===== src/rtl/ctrl_decode_stage.sv =====
// ctrl_decode_stage: registered RV32I decode/control stage with a valid/ready
// handshake, stall, flush, illegal-encoding detection and a saturating count of
// decoded instructions.
// Optional feature: define CTRL_MEXT_EN to decode the M extension (funct7=0x01).
module ctrl_decode_stage #(
  parameter int unsigned PC_W  = 32,
  parameter int unsigned CNT_W = 16
) (
  input  logic             i_clk,
  input  logic             i_reset,
  input  logic             i_flush,
  input  logic             i_in_vld,
  output logic             o_in_rdy,
  input  logic [31:0]      i_instr,
  input  logic [PC_W-1:0]  i_pc,
  output logic             o_out_vld,
  input  logic             i_out_rdy,
  output logic [PC_W-1:0]  o_pc,
  output logic [4:0]       o_rs1_addr,
  output logic [4:0]       o_rs2_addr,
  output logic [4:0]       o_rd_addr,
  output logic             o_opa_sel,
  output logic             o_opb_sel,
  output logic [4:0]       o_alu_op,
  output logic [1:0]       o_wb_sel,
  output logic [2:0]       o_ld_sel,
  output logic [1:0]       o_st_sel,
  output logic [2:0]       o_br_type,
  output logic             o_jump,
  output logic             o_mem_wren,
  output logic             o_rd_wren,
  output logic             o_insn_vld,
  output logic             o_illegal,
  output logic [CNT_W-1:0] o_decode_cnt
);

  localparam logic [6:0] OpReg    = 7'h33;
  localparam logic [6:0] OpImm    = 7'h13;
  localparam logic [6:0] OpLui    = 7'h37;
  localparam logic [6:0] OpAuipc  = 7'h17;
  localparam logic [6:0] OpJal    = 7'h6f;
  localparam logic [6:0] OpJalr   = 7'h67;
  localparam logic [6:0] OpStore  = 7'h23;
  localparam logic [6:0] OpBranch = 7'h63;
  localparam logic [6:0] OpLoad   = 7'h03;
  localparam logic [6:0] OpFence  = 7'h0f;

  localparam logic [4:0] AluAdd   = 5'd0;
  localparam logic [4:0] AluSub   = 5'd1;
  localparam logic [4:0] AluSra   = 5'd9;
  localparam logic [4:0] AluPassB = 5'd10;

  localparam logic [1:0] WbPc4  = 2'd0;
  localparam logic [1:0] WbAlu  = 2'd1;
  localparam logic [1:0] WbLoad = 2'd2;
  localparam logic [1:0] WbNone = 2'd3;
  localparam logic [2:0] LdNone = 3'd5;
  localparam logic [1:0] StNone = 2'd3;

  logic [6:0] opcode;
  logic [2:0] funct3;
  logic [6:0] funct7;
  logic [4:0] rd;

  assign opcode = i_instr[6:0];
  assign funct3 = i_instr[14:12];
  assign funct7 = i_instr[31:25];
  assign rd     = i_instr[11:7];

  // Shared funct3 -> ALU op map for register and immediate ALU forms.
  function automatic logic [4:0] alu_of_f3(input logic [2:0] f3);
    case (f3)
      3'd0:    alu_of_f3 = 5'd0;  // ADD
      3'd1:    alu_of_f3 = 5'd7;  // SLL
      3'd2:    alu_of_f3 = 5'd2;  // SLT
      3'd3:    alu_of_f3 = 5'd3;  // SLTU
      3'd4:    alu_of_f3 = 5'd4;  // XOR
      3'd5:    alu_of_f3 = 5'd8;  // SRL
      3'd6:    alu_of_f3 = 5'd5;  // OR
      default: alu_of_f3 = 5'd6;  // AND
    endcase
  endfunction

  logic       d_opa, d_opb, d_jump, d_mem_wren, d_writes_rd, d_illegal, d_rd_wren;
  logic [4:0] d_alu;
  logic [1:0] d_wb, d_st;
  logic [2:0] d_ld, d_br;

  // Combinational decode of the incoming word; only ever sampled into registers.
  always_comb begin
    d_opa       = 1'b0;
    d_opb       = 1'b0;
    d_alu       = AluAdd;
    d_wb        = WbNone;
    d_ld        = LdNone;
    d_st        = StNone;
    d_br        = 3'd0;
    d_jump      = 1'b0;
    d_mem_wren  = 1'b0;
    d_writes_rd = 1'b0;
    d_illegal   = 1'b0;
    case (opcode)
      OpReg: begin
        d_writes_rd = 1'b1;
        d_wb        = WbAlu;
        if (funct7 == 7'h00) begin
          d_alu = alu_of_f3(funct3);
        end else if (funct7 == 7'h20 && funct3 == 3'd0) begin
          d_alu = AluSub;
        end else if (funct7 == 7'h20 && funct3 == 3'd5) begin
          d_alu = AluSra;
`ifdef CTRL_MEXT_EN
        end else if (funct7 == 7'h01) begin
          d_alu = {2'b10, funct3};
`endif
        end else begin
          d_illegal = 1'b1;
        end
      end
      OpImm: begin
        d_writes_rd = 1'b1;
        d_wb        = WbAlu;
        d_opb       = 1'b1;
        d_alu       = alu_of_f3(funct3);
        if (funct3 == 3'd1 && funct7 != 7'h00) d_illegal = 1'b1;
        if (funct3 == 3'd5) begin
          if (funct7 == 7'h20)      d_alu = AluSra;
          else if (funct7 != 7'h00) d_illegal = 1'b1;
        end
      end
      OpLui: begin
        d_writes_rd = 1'b1;
        d_wb        = WbAlu;
        d_opb       = 1'b1;
        d_alu       = AluPassB;
      end
      OpAuipc: begin
        d_writes_rd = 1'b1;
        d_wb        = WbAlu;
        d_opa       = 1'b1;
        d_opb       = 1'b1;
      end
      OpJal: begin
        d_writes_rd = 1'b1;
        d_wb        = WbPc4;
        d_opa       = 1'b1;
        d_opb       = 1'b1;
        d_jump      = 1'b1;
      end
      OpJalr: begin
        d_writes_rd = 1'b1;
        d_wb        = WbPc4;
        d_opb       = 1'b1;
        d_jump      = 1'b1;
        d_illegal   = (funct3 != 3'd0);
      end
      OpStore: begin
        d_opb      = 1'b1;
        d_mem_wren = 1'b1;
        d_st       = funct3[1:0];
        d_illegal  = (funct3 > 3'd2);
      end
      OpBranch: begin
        d_opa = 1'b1;
        d_opb = 1'b1;
        case (funct3)
          3'd0:    d_br = 3'd1;
          3'd1:    d_br = 3'd2;
          3'd4:    d_br = 3'd3;
          3'd5:    d_br = 3'd4;
          3'd6:    d_br = 3'd5;
          3'd7:    d_br = 3'd6;
          default: d_illegal = 1'b1;
        endcase
      end
      OpLoad: begin
        d_writes_rd = 1'b1;
        d_wb        = WbLoad;
        d_opb       = 1'b1;
        case (funct3)
          3'd0:    d_ld = 3'd0;
          3'd1:    d_ld = 3'd1;
          3'd2:    d_ld = 3'd2;
          3'd4:    d_ld = 3'd3;
          3'd5:    d_ld = 3'd4;
          default: d_illegal = 1'b1;
        endcase
      end
      // FENCE is a no-op for an in-order core with no caches; SYSTEM falls to
      // the illegal path so ECALL/EBREAK reach the trap logic.
      OpFence: d_illegal = (funct3 != 3'd0);
      default: d_illegal = 1'b1;
    endcase
    // Illegal words carry a neutral control bundle so nothing downstream acts.
    if (d_illegal) begin
      d_opa       = 1'b0;
      d_opb       = 1'b0;
      d_alu       = AluAdd;
      d_wb        = WbNone;
      d_ld        = LdNone;
      d_st        = StNone;
      d_br        = 3'd0;
      d_jump      = 1'b0;
      d_mem_wren  = 1'b0;
      d_writes_rd = 1'b0;
    end
    d_rd_wren = d_writes_rd & (rd != 5'd0);
  end

  logic             out_vld_q;
  logic [CNT_W-1:0] cnt_q;
  logic             accept, retire;

  assign o_in_rdy  = ~out_vld_q | i_out_rdy;
  assign accept    = i_in_vld & o_in_rdy & ~i_flush;
  assign retire    = out_vld_q & i_out_rdy;
  assign o_out_vld = out_vld_q;
  assign o_decode_cnt = cnt_q;

  // Valid bit: flush wins, then accept, then retire.
  always_ff @(posedge i_clk or posedge i_reset) begin
    if (i_reset)       out_vld_q <= 1'b0;
    else if (i_flush)  out_vld_q <= 1'b0;
    else if (accept)   out_vld_q <= 1'b1;
    else if (retire)   out_vld_q <= 1'b0;
  end

  // Payload register: loads only on accept, so a stall holds it bit-stable.
  always_ff @(posedge i_clk or posedge i_reset) begin
    if (i_reset) begin
      o_pc       <= '0;
      o_rs1_addr <= 5'd0;
      o_rs2_addr <= 5'd0;
      o_rd_addr  <= 5'd0;
      o_opa_sel  <= 1'b0;
      o_opb_sel  <= 1'b0;
      o_alu_op   <= AluAdd;
      o_wb_sel   <= WbNone;
      o_ld_sel   <= LdNone;
      o_st_sel   <= StNone;
      o_br_type  <= 3'd0;
      o_jump     <= 1'b0;
      o_mem_wren <= 1'b0;
      o_rd_wren  <= 1'b0;
      o_insn_vld <= 1'b0;
      o_illegal  <= 1'b0;
    end else if (accept) begin
      o_pc       <= i_pc;
      o_rs1_addr <= i_instr[19:15];
      o_rs2_addr <= i_instr[24:20];
      o_rd_addr  <= rd;
      o_opa_sel  <= d_opa;
      o_opb_sel  <= d_opb;
      o_alu_op   <= d_alu;
      o_wb_sel   <= d_wb;
      o_ld_sel   <= d_ld;
      o_st_sel   <= d_st;
      o_br_type  <= d_br;
      o_jump     <= d_jump;
      o_mem_wren <= d_mem_wren;
      o_rd_wren  <= d_rd_wren;
      o_insn_vld <= ~d_illegal;
      o_illegal  <= d_illegal;
    end
  end

  // Saturating count of legal instructions handed to execute.
  always_ff @(posedge i_clk or posedge i_reset) begin
    if (i_reset)                                  cnt_q <= '0;
    else if (retire && o_insn_vld && cnt_q != '1) cnt_q <= cnt_q + CNT_W'(1);
  end

endmodule

===== config.mk =====
export PLATFORM = sky130hd
export DESIGN_NAME = ctrl_decode_stage
export DESIGN_NICKNAME = d
export VERILOG_FILES = /design/src/rtl/ctrl_decode_stage.sv
export SDC_FILE = /design/constraint.sdc
export NUM_CORES = 1
export LEC_CHECK = 0
export ABC_AREA = 0
export CAP_MARGIN = 20
export CELL_PAD_IN_SITES_DETAIL_PLACEMENT = 1
export CELL_PAD_IN_SITES_GLOBAL_PLACEMENT = 1
export CORE_MARGIN = 2
export CORE_UTILIZATION = 31
export DETAILED_ROUTE_END_ITERATION = 8
export GPL_TIMING_DRIVEN = 1
export PLACE_DENSITY_LB_ADDON = 0.1
export SLEW_MARGIN = 10
export SYNTH_ARGS = -nofsm -noshare
export SYNTH_HDL_FRONTEND = slang
export SYNTH_SLANG_ARGS = --single-unit

===== constraint.sdc =====
create_clock -name i_clk -period 3.1 [get_ports i_clk]
set_clock_uncertainty 0.1 [all_clocks]
set_input_delay 0.31 -clock i_clk [delete_from_list [all_inputs] [get_ports i_clk]]
set_output_delay 0.31 -clock i_clk [all_outputs]
set_load 0.01 [all_outputs]

==> results of run 1 <==
==> critical path, stage by stage <==
cell             delay, ns
clkdlybuf4s50_1       0.73
nor2_1                0.16
a22oi_1               0.24
o22ai_1               0.12
or4_4                 0.64
o32a_1                0.39
==> cell usage in the layout (no fill, tap or decap), types with 3 or more instances in the layout <==
cell type	n
o32a_1	3
o22a_1	3
xnor2_1	12
clkbuf_16	9
nor2_1	22
and2_1	3
nand2_1	174
o31ai_1	3
a31oi_1	3
clkdlybuf4s50_1	154
nor2b_1	6
nand3_1	10
xor2_1	4
inv_1	4
nor3_1	5
o21ai_0	8
buf_4	4
a21oi_1	7
o21ai_1	9
dfstp_2	6
nand4_1	9
dfrtp_1	79
==> final timing paths <==
check	from	endpoint	slack, ns
max in group asynchronous	i_reset	o_st_sel[1]	1.87
min reg2reg	o_pc[17]	o_pc[17]	0.37
min in group i_clk	o_pc[17]	o_pc[17]	0.37
min	i_reset	o_decode_cnt[12]	0.28
max	i_instr[5]	o_ld_sel[0]	0.67
max reg2reg	o_decode_cnt[0]	o_decode_cnt[15]	0.92
==> report_power, final <==
| part | internal [uW] | total (uW) | switching, uW |
|---|---|---|---|
| logic | 332 | 610 | 278 |
| registers | 1220 | 1280 | 66.8 |
| clock network | 668 | 1110 | 438 |
| total | 2220 | 3000 | 783 |
==> kinds of logic after synthesis <==
family                     Yosys count  synth area share [%]
other                                1                0.0962
and+or+nand+nor                    247                  27.5
AOI/OAI and AO/OA                   52                  9.27
xor gates and xnor gates            16                  3.59
adders and majority gates            1                 0.321
buffers and inverters               31                  3.63
muxes                                2                 0.866
DFF                                 85                  54.7
==> registers in the layout, summed over array words and instances (netlist names), 2 cells and up <==
signal        cells
o_decode_cnt     16
o_st_sel          2
o_rd_addr         5
o_pc             32
o_br_type         3
o_wb_sel          2
o_rs2_addr        5
o_alu_op          4
o_rs1_addr        5
o_ld_sel          3
==> metal layers <==
layer / part of all wire, % / track usage [%]
met1: 46 / 24.5
met2: 48 / 30.0
met3: 4.9 / 3.11
met4: 1.9 / 7.62
met5: 0 / 0
==> metrics by stage <==
stage / setup WS, ns / hold WS, ns / util [%] / instance area, um^2
floorplan: 0.506 / 0.276 / - / 3900
CTS: 0.691 / 0.308 / 48.7 / 5920
global placement: 0.386 / 0.355 / 46.1 / 5610
finish: 0.665 / 0.278 / 48.7 / 5920
global route: 0.502 / 0.348 / 48.7 / 5920
detailed placement: 0.328 / 0.362 / 46.1 / 5610
==> area by class of cell <==
cell class	count	share of cell area, %
multi-input cells	319	27.5
inverters	6	0.402
clock inverters	5	0.993
flip-flops and latches	85	36.1
well taps	168	3.55
clock buffers	11	4.27
repair buffers	160	27.2
==> impl_metrics.py, run 1 <==
metrics = {
    "routing": {
        "via_count": 3572,
        "firstDrtPassIters": 4,
        "routed_wl_um": 11900,
        "routedWlPerCell_um": 15.8,
        "viasPerCell": 4.74,
        "final_antenna_net_count": 0,
        "drt-initial-drc-count": 236,
        "drc": 0,
    },
    "timing": {
        "rsz0062_at_grt": "no",
        "fin_crit_sh_pct": 78.5,
        "drv_slew": 0,
        "hold_viol": 0,
        "setup_tns_ns": 0,
        "worst_pin_slew_ns": 0.799,
        "period_needed_ns": 2.43,
        "max-slew-margin-rel_pct": 46.0,
        "max_freq_mhz": 411,
        "setup_viol": 0,
    },
    "yosys": {
        "syn_area_mm2": 0.00390,
        "synth_most_common_cell": "nand2_1",
        "yosys-top-cells-area": "dfrtp_1, nand2_1, dfstp_2",
        "yosysTopAreaCell": "dfrtp_1",
        "ys_seq_area_share_pct": 54.7,
        "synth_edf_count": 0,
        "synthFlopType": "dfrtp_1",
        "yosys-top-cells-count": "nand2_1, dfrtp_1, nor2_1",
        "synthCells": 435,
        "synthesis.nets": 505,
        "synth_warnings": 0,
        "ys_ff_latch": 85,
        "async_flop_share_pct": 100,
        "synth_area_per_cell_um2": 8.96,
        "yosysUniqueCellTypes": 55,
        "netlist.area_leader.share_pct": 50.7,
    },
    "clock_tree": {
        "cts_tree": "built",
        "numCtsBuffers": 9,
        "clockBufferDepth": 2,
        "cts_max_level": 3,
        "cts_resized": 0,
        "clk_latency_ns": 0.34,
        "post-cts-setup-buffers": 0,
        "clkTransAtPathRegs_ns": 0.06,
        "root_buffer": "clkbuf_16",
        "cts_sinks": 85,
        "postCtsHoldBufs": 0,
    },
    "grt": {
        "grt_pass1_vias": 3706,
        "groute.usage.overall_pct": 18.4,
        "grt_pass1_wl_um": 19300,
        "antenna_found_initial": 0,
        "grt-ovfl-total": 0,
        "grt_max_degree": 63,
    },
    "setup_path": {
        "worstSetupEndpointType": "register",
        "worstPathMaxFanout": 19,
        "cp-start-kind": "input port",
        "critical_path_class": "in -> reg",
        "crit_required_ns": 3.26,
        "reg2regPathDepth": 6,
        "arrival_ns": 2.60,
    },
    "die": {
        "core_area_mm2": 0.0122,
        "fp-row-count": 40,
        "dieWidth_um": 116,
        "die_area_mm2": 0.0135,
        "die_y_um": 116,
        "ios": 156,
        "start_util_pct": 32.1,
    },
    "cells_and_area": {
        "area_delta_synth_final_pct": 51.8,
        "drive_gt1_share_pct": 6.31,
        "antenna_cells": 0,
        "seq_area_mm2": 0.00213,
        "layout.cells.non_filler": 754,
        "nNetsFinal": 651,
        "fill_cells": 1428,
        "multiInputGateArea_mm2": 0.00163,
    },
    "flow_run": {
        "drv_cap": 0,
    },
    "hold_path": {
        "hold_class": "in -> async",
    },
    "run_status": {
        "outcome": "complete, no violations",
    },
    "power": {
        "power.density_mw_per_mm2": 507,
        "power.total_uw": 3000,
        "p_leak_uw": 0.00260,
        "ir_worst_vdd_mv": 0.228,
    },
    "placement": {
        "hpwl_um": 8900,
        "place_congestion": 0.892,
        "io_buffers": 154,
        "place_inst": 738,
    },
}
Note: power is estimated with default switching activity, not from simulation.
==> inputs of run 2 (changes only) <==
==> constraint.sdc (replaced) <==
create_clock -name i_clk -period 2.55 [get_ports i_clk]
set_clock_uncertainty 0.1 [all_clocks]
set_input_delay 0.255 -clock i_clk [delete_from_list [all_inputs] [get_ports i_clk]]
set_output_delay 0.255 -clock i_clk [all_outputs]
set_load 0.01 [all_outputs]
==> run 2 against run 1 <==
Flip-flop and latch count did not move. Design area rose by 2.1%. Largest power group unchanged. Hold slack got worse by 0.099 ns. Sequential power rose by 22%. Register-to-register slack got worse by 0.50 ns.
==> impl_metrics.py, run 2 (synthesized netlist as in run 1, its figures left out) <==
metrics = {
    "grt": {
        "groute.usage.overall_pct": 18.5,
        "antenna_found_initial": 0,
        "grt_max_degree": 63,
        "grt_pass1_wl_um": 19300,
        "grt-ovfl-total": 0,
        "grt_pass1_vias": 3813,
    },
    "cells_and_area": {
        "antenna_cells": 0,
        "drive_gt1_share_pct": 8.76,
        "final_cell_mix": "nand2_1, clkdlybuf4s50_1, dfrtp_1",
        "nNetsFinal": 670,
        "top_register": "o_pc",
        "area_delta_synth_final_pct": 55.1,
        "final_common_cell": "nand2_1",
        "largest_register_ffs": 32,
    },
    "timing": {
        "rsz0062_at_grt": "no",
        "setup_viol": 0,
        "fin_crit_sh_pct": 87.8,
        "drv_slew": 0,
        "setup_tns_ns": 0,
        "max_freq_mhz": 446,
        "worst_pin_slew_ns": 0.668,
        "max-slew-margin-rel_pct": 55.5,
        "period_needed_ns": 2.24,
        "hold_viol": 0,
        "finalWorstSetupSlack_ns": 0.310,
    },
    "setup_path": {
        "arrival_ns": 2.36,
        "cp_slowest_cell": "or4_4",
        "path_delay_family": "simple AND/OR/NAND/NOR gates",
        "critical_path_class": "in -> reg",
        "crit_cells": 7,
        "rrSetupSlack_ns": 0.42,
        "crit_chain": "clkdlybuf4s50_1 > nor4_2 > nand2_1 > o211a_1 > or4_4 > buf_4 > o22a_1",
        "worstPathMaxFanout": 12,
        "critPathMaxStageDelay_ns": 0.65,
        "worstSetupEndpointType": "register",
        "reg2regPathDepth": 7,
        "cp-start-kind": "input port",
        "crit_required_ns": 2.67,
        "path_buf_inv": 2,
    },
    "placement": {
        "io_buffers": 154,
        "hpwl_um": 9070,
        "place_congestion": 0.917,
        "pre_cts_ws_ns": -0.0475,
    },
    "clock_tree": {
        "clkTransAtPathRegs_ns": 0.06,
        "root_buffer": "clkbuf_16",
        "postCtsHoldBufs": 0,
        "cts_max_level": 3,
        "post-cts-setup-buffers": 0,
        "cts_sinks": 85,
        "clockBufferDepth": 2,
        "clk_latency_ns": 0.34,
        "cts_tree": "built",
        "cts_resized": 0,
        "numCtsBuffers": 9,
    },
    "die": {
        "die_area_mm2": 0.0135,
        "start_util_pct": 32.1,
        "dieWidth_um": 116,
        "die_y_um": 116,
        "fp-row-count": 40,
        "core_area_mm2": 0.0122,
        "ios": 156,
    },
    "run_status": {
        "outcome": "complete, no violations",
    },
    "routing": {
        "viasPerCell": 4.71,
        "via_count": 3640,
        "final_antenna_net_count": 0,
        "drt-initial-drc-count": 152,
        "drc": 0,
        "firstDrtPassIters": 4,
        "routedWlPerCell_um": 15.7,
        "routed_wl_um": 12200,
    },
    "power": {
        "p_leak_uw": 0.00269,
        "ir_worst_vdd_mv": 0.263,
        "power.density_mw_per_mm2": 609,
    },
    "hold_path": {
        "hold_class": "in -> async",
    },
    "flow_run": {
        "drv_cap": 0,
    },
}
run 2: cell count changes in the layout (fill, tap and decap cells not counted), sizes merged:
| cell | change |
|---|---|
| clkinvlp | -2 |
| buf | +19 |
| clkbuf | +4 |
| clkinv | -2 |
run 2: report_power, final:
part	leakage (uW)	total (uW)	internal, uW	switching [uW]
Combinational	0.00146	756	415	340
Clock	0.000150	1370	842	525
Sequential	0.00108	1560	1480	77.8
run 2: worst paths after layout:
kind	start	end
max	i_instr[26]	o_illegal
min	i_reset	o_decode_cnt[11]
max reg2reg	o_out_vld	o_illegal
min reg2reg	o_rd_addr[1]	o_rd_addr[1]
max in group asynchronous	i_reset	o_pc[24]
min in group i_clk	i_pc[6]	o_pc[6]
run 2: area by class of cell:
type                            instances  area [um^2]
Timing Repair Buffer                  179         1740
Tap cell                              168          210
Clock inverter                          1         30.0
Inverter                                6         23.8
Sequential cell                        85         2130
Fill cell                            1433         6120
Clock buffer                           15          278
Multi-Input combinational cell        319         1630
run 2: metrics by stage:
step	total power (uW)	hold slack [ns]	instances	util, %	area (um^2)
2_1_floorplan	1870	0.221	435	-	3900
3_3_place_gp	2330	0.356	757	47.2	5740
3_5_place_dp	2350	0.362	757	47.2	5740
4_1_cts	3730	0.199	773	49.7	6050
5_1_grt	3860	0.223	773	49.7	6050
6_report	3680	0.179	773	49.7	6050
run 2: metal layers:
layer | vias to the layer above | wire (um) | GRT usage, %
met5 | - | 0 | 0
met4 | 0 | 230 | 7.78
met3 | 17 | 586 | 3.53
met2 | 98 | 6010 | 31.5
met1 | 1756 | 5340 | 23.2
li1 | 1769 | - | -
==> RTL change 1: new RTL, flow settings as in run 1 <==
Make the reset (`i_reset`) synchronous in 3 clocked blocks.
--- a/src/rtl/ctrl_decode_stage.sv
+++ b/src/rtl/ctrl_decode_stage.sv
@@ -218,7 +218,7 @@
   assign o_decode_cnt = cnt_q;
 
   // Valid bit: flush wins, then accept, then retire.
-  always_ff @(posedge i_clk or posedge i_reset) begin
+  always_ff @(posedge i_clk) begin
     if (i_reset)       out_vld_q <= 1'b0;
     else if (i_flush)  out_vld_q <= 1'b0;
     else if (accept)   out_vld_q <= 1'b1;
@@ -226,7 +226,7 @@
   end
 
   // Payload register: loads only on accept, so a stall holds it bit-stable.
-  always_ff @(posedge i_clk or posedge i_reset) begin
+  always_ff @(posedge i_clk) begin
     if (i_reset) begin
       o_pc       <= '0;
       o_rs1_addr <= 5'd0;
@@ -265,7 +265,7 @@
   end
 
   // Saturating count of legal instructions handed to execute.
-  always_ff @(posedge i_clk or posedge i_reset) begin
+  always_ff @(posedge i_clk) begin
     if (i_reset)                                  cnt_q <= '0;
     else if (retire && o_insn_vld && cnt_q != '1) cnt_q <= cnt_q + CNT_W'(1);
   end
Behaviour: differs if i_reset is asserted again (counterexample within 4 cycles, from zero or initial values and one cycle with i_reset high); with i_reset held inactive, the same outputs for 10 cycles.
==> RTL change 1 against run 1 <==
- setup slack improved by 0.023 ns
- combinational power fell by 46%
- clock power fell by 5%
- global-route usage rose by 0.80 points
- total power fell by 16%
- first-iteration DRC count fell by 52%
- sequential share of layout area fell by 6.0 points
- core utilization fell by 1.0 points
- area after synthesis fell by 4.5%
- wire length fell by 1.1%
- cell area fell by 4.5%
- count of clock-buffer cells in the layout rose by 2
- sequential cell count did not move
- critical path type unchanged
- critical endpoint is now o_opb_sel
- largest power group unchanged
==> RTL change 1: results (changes against run 1) <==
----------------------------------------------------
[Yosys]
  List of most frequent post-synthesis cells ... 122 x nand2_1, 85 x dfxtp_1, 55 x a21oi_1 (was 174 x nand2_1, 79 x dfrtp_1, 22 x nor2_1)
  Dominant cells by area after synthesis ... dfxtp_1 46%, nand2_1 12%, a21oi_1 7.4% (was dfrtp_1 51%, nand2_1 17%, dfstp_2 4.0%)
  Post-synthesis sequential area ratio ... 45.68% (was 54.75%)
  Instance count of the mapped netlist ... 460 (was 435)
  Predominant post-synthesis flop cell ... dfxtp_1 (was dfrtp_1)
  Net count of the mapped netlist ... 530 (was 505)
  Count of unique library cells instantiated by Yosys ... 57 (was 55)
  Proportion of synthesized flip-flops having asynchronous set or reset ... 0% (was 100.0%)

[Timing]
  Measured slew at the worst slew-check pin ... 0.5857 ns (was 0.7993 ns)

[Worst setup path]
  WP data arrival ... 2.56 ns (was 2.60 ns)
  Largest fanout on the critical path ... 15 (was 19)
  Slowest stage delay, CP ... 0.64 ns (was 0.73 ns)

[Detailed routing]
  Total length of routed wires ... 11810 um (was 11940 um)
  DRC marker count from the first detailed-route iteration ... 113 (was 236)
  Via density ... 4.978 (was 4.737)
  Vias post-DR ... 3763 (was 3572)

[Placed design]
  Setup slack after placement ... 0.3271 ns (was 0.3285 ns)
  Last weighted congestion value of the routability-driven placer ... 0.8537 (was 0.8916)
  Placed Cells ... 740 (was 738)
  Final HPWL DP ... 8762 um (was 8903 um)
  Placed Area ... 5363 um2 (was 5608 um2)

[CTS]
  Total number of H-tree levels ... 3 (unchanged)
  Clock-pin slew reported for the worst setup and hold paths after clock tree synthesis ... 0.06 ns (about the same)
  CTS Buf Count ... 9 (unchanged)

[Global route]
  Vias in the first global route ... 3961 (was 3706)
  Global-route wire length before repair ... 19630 um (was 19350 um)
  Global router's overall resource usage ... 19.21% (was 18.41%)

[Finish]
  Share of final-layout standard cells stronger than drive strength 1 ... 5.583% (was 6.314%)
  Fillers ... 1386 (was 1428)
  Final-stage net count ... 674 (was 651)

[Power and ir drop]
  Net switching fraction of the power ... 24.31% (was 26.10%)
  Flop pwr share ... 45.3% (was 42.8%)
  Worst IR Drop VDD ... 0.0004551 V (was 0.0002278 V)
  Leakage power figure ... 0.001989 uW (was 0.002599 uW)
  Power in combinational cells ... 329 uW (was 610 uW)

[Worst hold path]
  Path class of the lowest-slack min-delay path ... flop to flop (was primary input to asynchronous set/reset pin)

[Status]
  Run status ... finished clean (unchanged)

----------------------------------------------------
-- RTL change 1: kinds of logic after synthesis --
| kind of cell | after synthesis | share of synthesized area, % |
|---|---|---|
| adders and majority gates | 1 | 0.3359 |
| muxes | 1 | 0.2687 |
| AOI/OAI and AO/OA | 108 | 18.01 |
| buffers and inverters | 34 | 4.568 |
| DFF | 85 | 45.68 |
| xor gates and xnor gates | 16 | 3.762 |
| other | 1 | 0.1007 |
| and+or+nand+nor | 214 | 27.28 |
-- RTL change 1: area by class of cell --
cell class	instances	area, um2	share of cell area (%)
inverter	4	15.01	0.2657
tap	147	183.9	3.254
clock buffer	13	270.3	4.782
multi-input combinational	341	1858	32.88
sequential	85	1702	30.11
timing repair buffer	163	1604	28.38
clock inverter	3	18.77	0.3321
-- RTL change 1: worst paths after layout --
kind | startpoint | end | slack [ns] | cells after the start
max reg2reg | o_decode_cnt[0] | o_decode_cnt[1] | 1.15 | 6
min reg2reg | o_br_type[2] | o_br_type[2] | 0.35 | 2
min | o_br_type[2] | o_br_type[2] | 0.35 | 2
max | i_instr[12] | o_opb_sel | 0.69 | 6
-- RTL change 1: routing by layer --
| metal | share of wire (%) | track usage [%] | up-vias |
|---|---|---|---|
| met2 | 48 | 31.82 | 102 |
| met1 | 41 | 22.04 | 1785 |
| met4 | 1.2 | 5.935 | 0 |
| li1 | - | - | 1865 |
| met5 | 0 | 0 | - |
| met3 | 9.2 | 9.139 | 11 |
-- RTL change 1: worst max-delay path: cells and delay by family --
family,cells,cell delay [ns]
simple gates,3,0.94
buf+inv,1,0.64
compound gates,2,0.66
==> RTL change 2: new RTL, settings of run 1 <==
Made on the original files. The option `CTRL_MEXT_EN` is turned on by a define.
--- a/src/rtl/ctrl_decode_stage.sv
+++ b/src/rtl/ctrl_decode_stage.sv
@@ -2,6 +2,8 @@
 // handshake, stall, flush, illegal-encoding detection and a saturating count of
 // decoded instructions.
 // Optional feature: define CTRL_MEXT_EN to decode the M extension (funct7=0x01).
+`define CTRL_MEXT_EN
+
 module ctrl_decode_stage #(
   parameter int unsigned PC_W  = 32,
   parameter int unsigned CNT_W = 16
Formal check against the unedited RTL: not equivalent (Yosys sat finds a counterexample within 4 cycles, from zero or initial values and one cycle with i_reset high).
==> RTL change 2 against run 1 <==
- non-clock buffer count is 4 higher
- sequential cell count is 1 higher
- via count rose by 0.84%
- cell area increased by 2.7%
- total power decreased by 0.84%
- register-to-register slack better by 0.04 ns
- area after synthesis rose by 4.2%
- wire length rose by 3.3%
- setup slack worse by 0.22 ns
- highest routed layer unchanged
- critical path type unchanged
- largest cell class unchanged
==> RTL change 2: results (changes against run 1) <==
----------------------------------------------------
[Detailed routing]
  First drt pass iteration count ... 4 (unchanged)
  DRC marker count from the first detailed-route iteration ... 139 (was 236)
  Vias post-DR ... 3602 (was 3572)
  Total length of routed wires ... 12340 um (was 11940 um)
  Avg WL per Cell ... 16.15 um (was 15.84 um)

[Power and ir drop]
  Worst IR Drop VDD ... 0.0002854 V (was 0.0002278 V)
  Switching power summed over all nets ... 766.6 uW (was 783.1 uW)
  Leakage power figure ... 0.002677 uW (was 0.002599 uW)

[Global route]
  Global-route wire length before repair ... 20190 um (was 19350 um)
  Vias in the first global route ... 3870 (was 3706)
  Largest net degree at the start of global routing ... 63 (unchanged)
  Global router's overall resource usage ... 18.20% (was 18.41%)
  Number of antenna violations at the first check in global routing ... 0 (unchanged)

[Worst setup path]
  Max stage delay cell, worst path ... clkdlybuf4s50_1 (unchanged)
  Worst reg2reg path depth ... 6 (unchanged)
  WP data arrival ... 2.82 ns (was 2.60 ns)
  Largest fanout on the critical path ... 15 (was 19)
  Crit Reg-Reg Startpoint ... o_decode_cnt[5] (was o_decode_cnt[0])
  Slowest stage delay, CP ... 0.70 ns (was 0.73 ns)
  Critical path startpoint ... i_instr[6] (was i_instr[5])

[Yosys]
  Post-synthesis sequential area ratio ... 53.16% (was 54.75%)
  Ys Warns ... 0 (unchanged)
  Count of unique library cells instantiated by Yosys ... 54 (was 55)
  Dominant cells by area after synthesis ... dfrtp_1 49%, nand2_1 15%, dfstp_2 3.9% (was dfrtp_1 51%, nand2_1 17%, dfstp_2 4.0%)
  List of most frequent post-synthesis cells ... 161 x nand2_1, 80 x dfrtp_1, 25 x nor2_1 (was 174 x nand2_1, 79 x dfrtp_1, 22 x nor2_1)
  Proportion of synthesized flip-flops having asynchronous set or reset ... 100.0% (unchanged)
  Net count of the mapped netlist ... 506 (was 505)

[Timing]
  Final count of negative-setup-slack endpoints ... 0 (unchanged)
  Measured slew at the worst slew-check pin ... 0.8887 ns (was 0.7993 ns)

[Placed design]
  Count of input and output buffers ... 155 (was 154)
  Final HPWL DP ... 8998 um (was 8903 um)
  Last weighted congestion value of the routability-driven placer ... 0.8266 (was 0.8916)

[CTS]
  Total number of H-tree levels ... 3 (unchanged)
  CTS Buf Count ... 9 (unchanged)
  Clock latency on the worst-skew pair ... 0.34 ns (about the same)
  Root Buffer ... clkbuf_16 (unchanged)
  Clock-pin slew reported for the worst setup and hold paths after clock tree synthesis ... 0.06 ns (about the same)
  Buffer depth of the longest clock path ... 2 (unchanged)
  Setup Buffers After CTS ... 0 (unchanged)
  Number of instances resized during post-cts repair ... 0 (unchanged)

[Status]
  Run status ... finished clean (unchanged)

[Finish]
  Number of flip-flops in the largest register ... 32 (unchanged)
  Ant diodes ... 0 (unchanged)
  Fillers ... 1491 (was 1428)
  Final-stage net count ... 657 (was 651)
  Share of final-layout standard cells stronger than drive strength 1 ... 7.095% (was 6.314%)
  Most flop-heavy register ... o_pc (unchanged)

[Worst hold path]
  Path class of the lowest-slack min-delay path ... primary input to asynchronous set/reset pin (unchanged)

----------------------------------------------------
[RTL change 2: cell count changes after synthesis, moves of 4 or more]
cell and delta:
a21oi_1 +6, a22o_1 +8, nand2_1 -13, nand2b_1 +4, nand3b_1 +4, o21ai_1 -9
[RTL change 2: power groups by stage]
stage	Clock [uW]	Sequential (uW)	Combinational (uW)
after floorplan	0	1340	185
after global placement	0	1300	590
after detailed placement	0	1300	597
after CTS	1140	1280	601
after global routing	1180	1300	647
final	1100	1280	589
[RTL change 2: metrics by stage]
stage	hold slack [ns]	instance area [um2]	total power (uW)	setup slack, ns	instances
6_report	0.3465	6082	2975	0.4496	764
5_1_grt	0.3847	6082	3122	0.3081	764
4_1_cts	0.3681	6082	3022	0.4828	764
3_5_place_dp	0.3649	5779	1899	0.1781	748
3_3_place_gp	0.3570	5779	1886	0.2462	748
2_1_floorplan	0.2764	4063	1529	0.4781	436
[RTL change 2: worst paths after layout]
check / endpoint / slack (ns)
max in group asynchronous: o_pc[18] / 1.86
min: o_pc[5] / 0.35
max reg2reg: o_decode_cnt[12] / 0.96
max: o_br_type[2] / 0.45
min in group i_clk: o_pc[15] / 0.37
min reg2reg: o_pc[15] / 0.37
[RTL change 2: final cells by class]
| type | instances | area (um2) | area share [%] |
|---|---|---|---|
| multi-input combinational | 318 | 1742 | 28.64 |
| tap | 172 | 215.2 | 3.538 |
| sequential | 86 | 2160 | 35.51 |
| inverter | 8 | 31.28 | 0.5143 |
| timing repair buffer | 164 | 1632 | 26.83 |
| clock inverter | 3 | 42.54 | 0.6994 |
| clock buffer | 13 | 260.3 | 4.279 |
[RTL change 2: critical path, delay by kind of cell]
kind | cells | cell delay [ns]
AO/OA/AOI/OAI | 3 | 0.94
buffers and inverters | 1 | 0.70
AND/OR/NAND/NOR | 3 | 0.86
[RTL change 2: cells by family (layout without fill, tap and decap cells)]
kind of cell	count (synthesis)	in the layout	synth area share (%)
xor+xnor	17	17	3.665
flops	86	86	53.16
fa+ha+maj	1	1	0.3079
compound gates	54	54	10.35
simple gates	245	245	28.15
mux	1	1	0.2772
buf+inv	32	188	4.096
[RTL change 2: routing by layer]
layer | part of all wire (%) | global-route usage [%]
met5 | 0 | 0
met4 | 1.2 | 4.985
met3 | 8.5 | 7.529
met2 | 47 | 29.99
met1 | 43 | 21.92
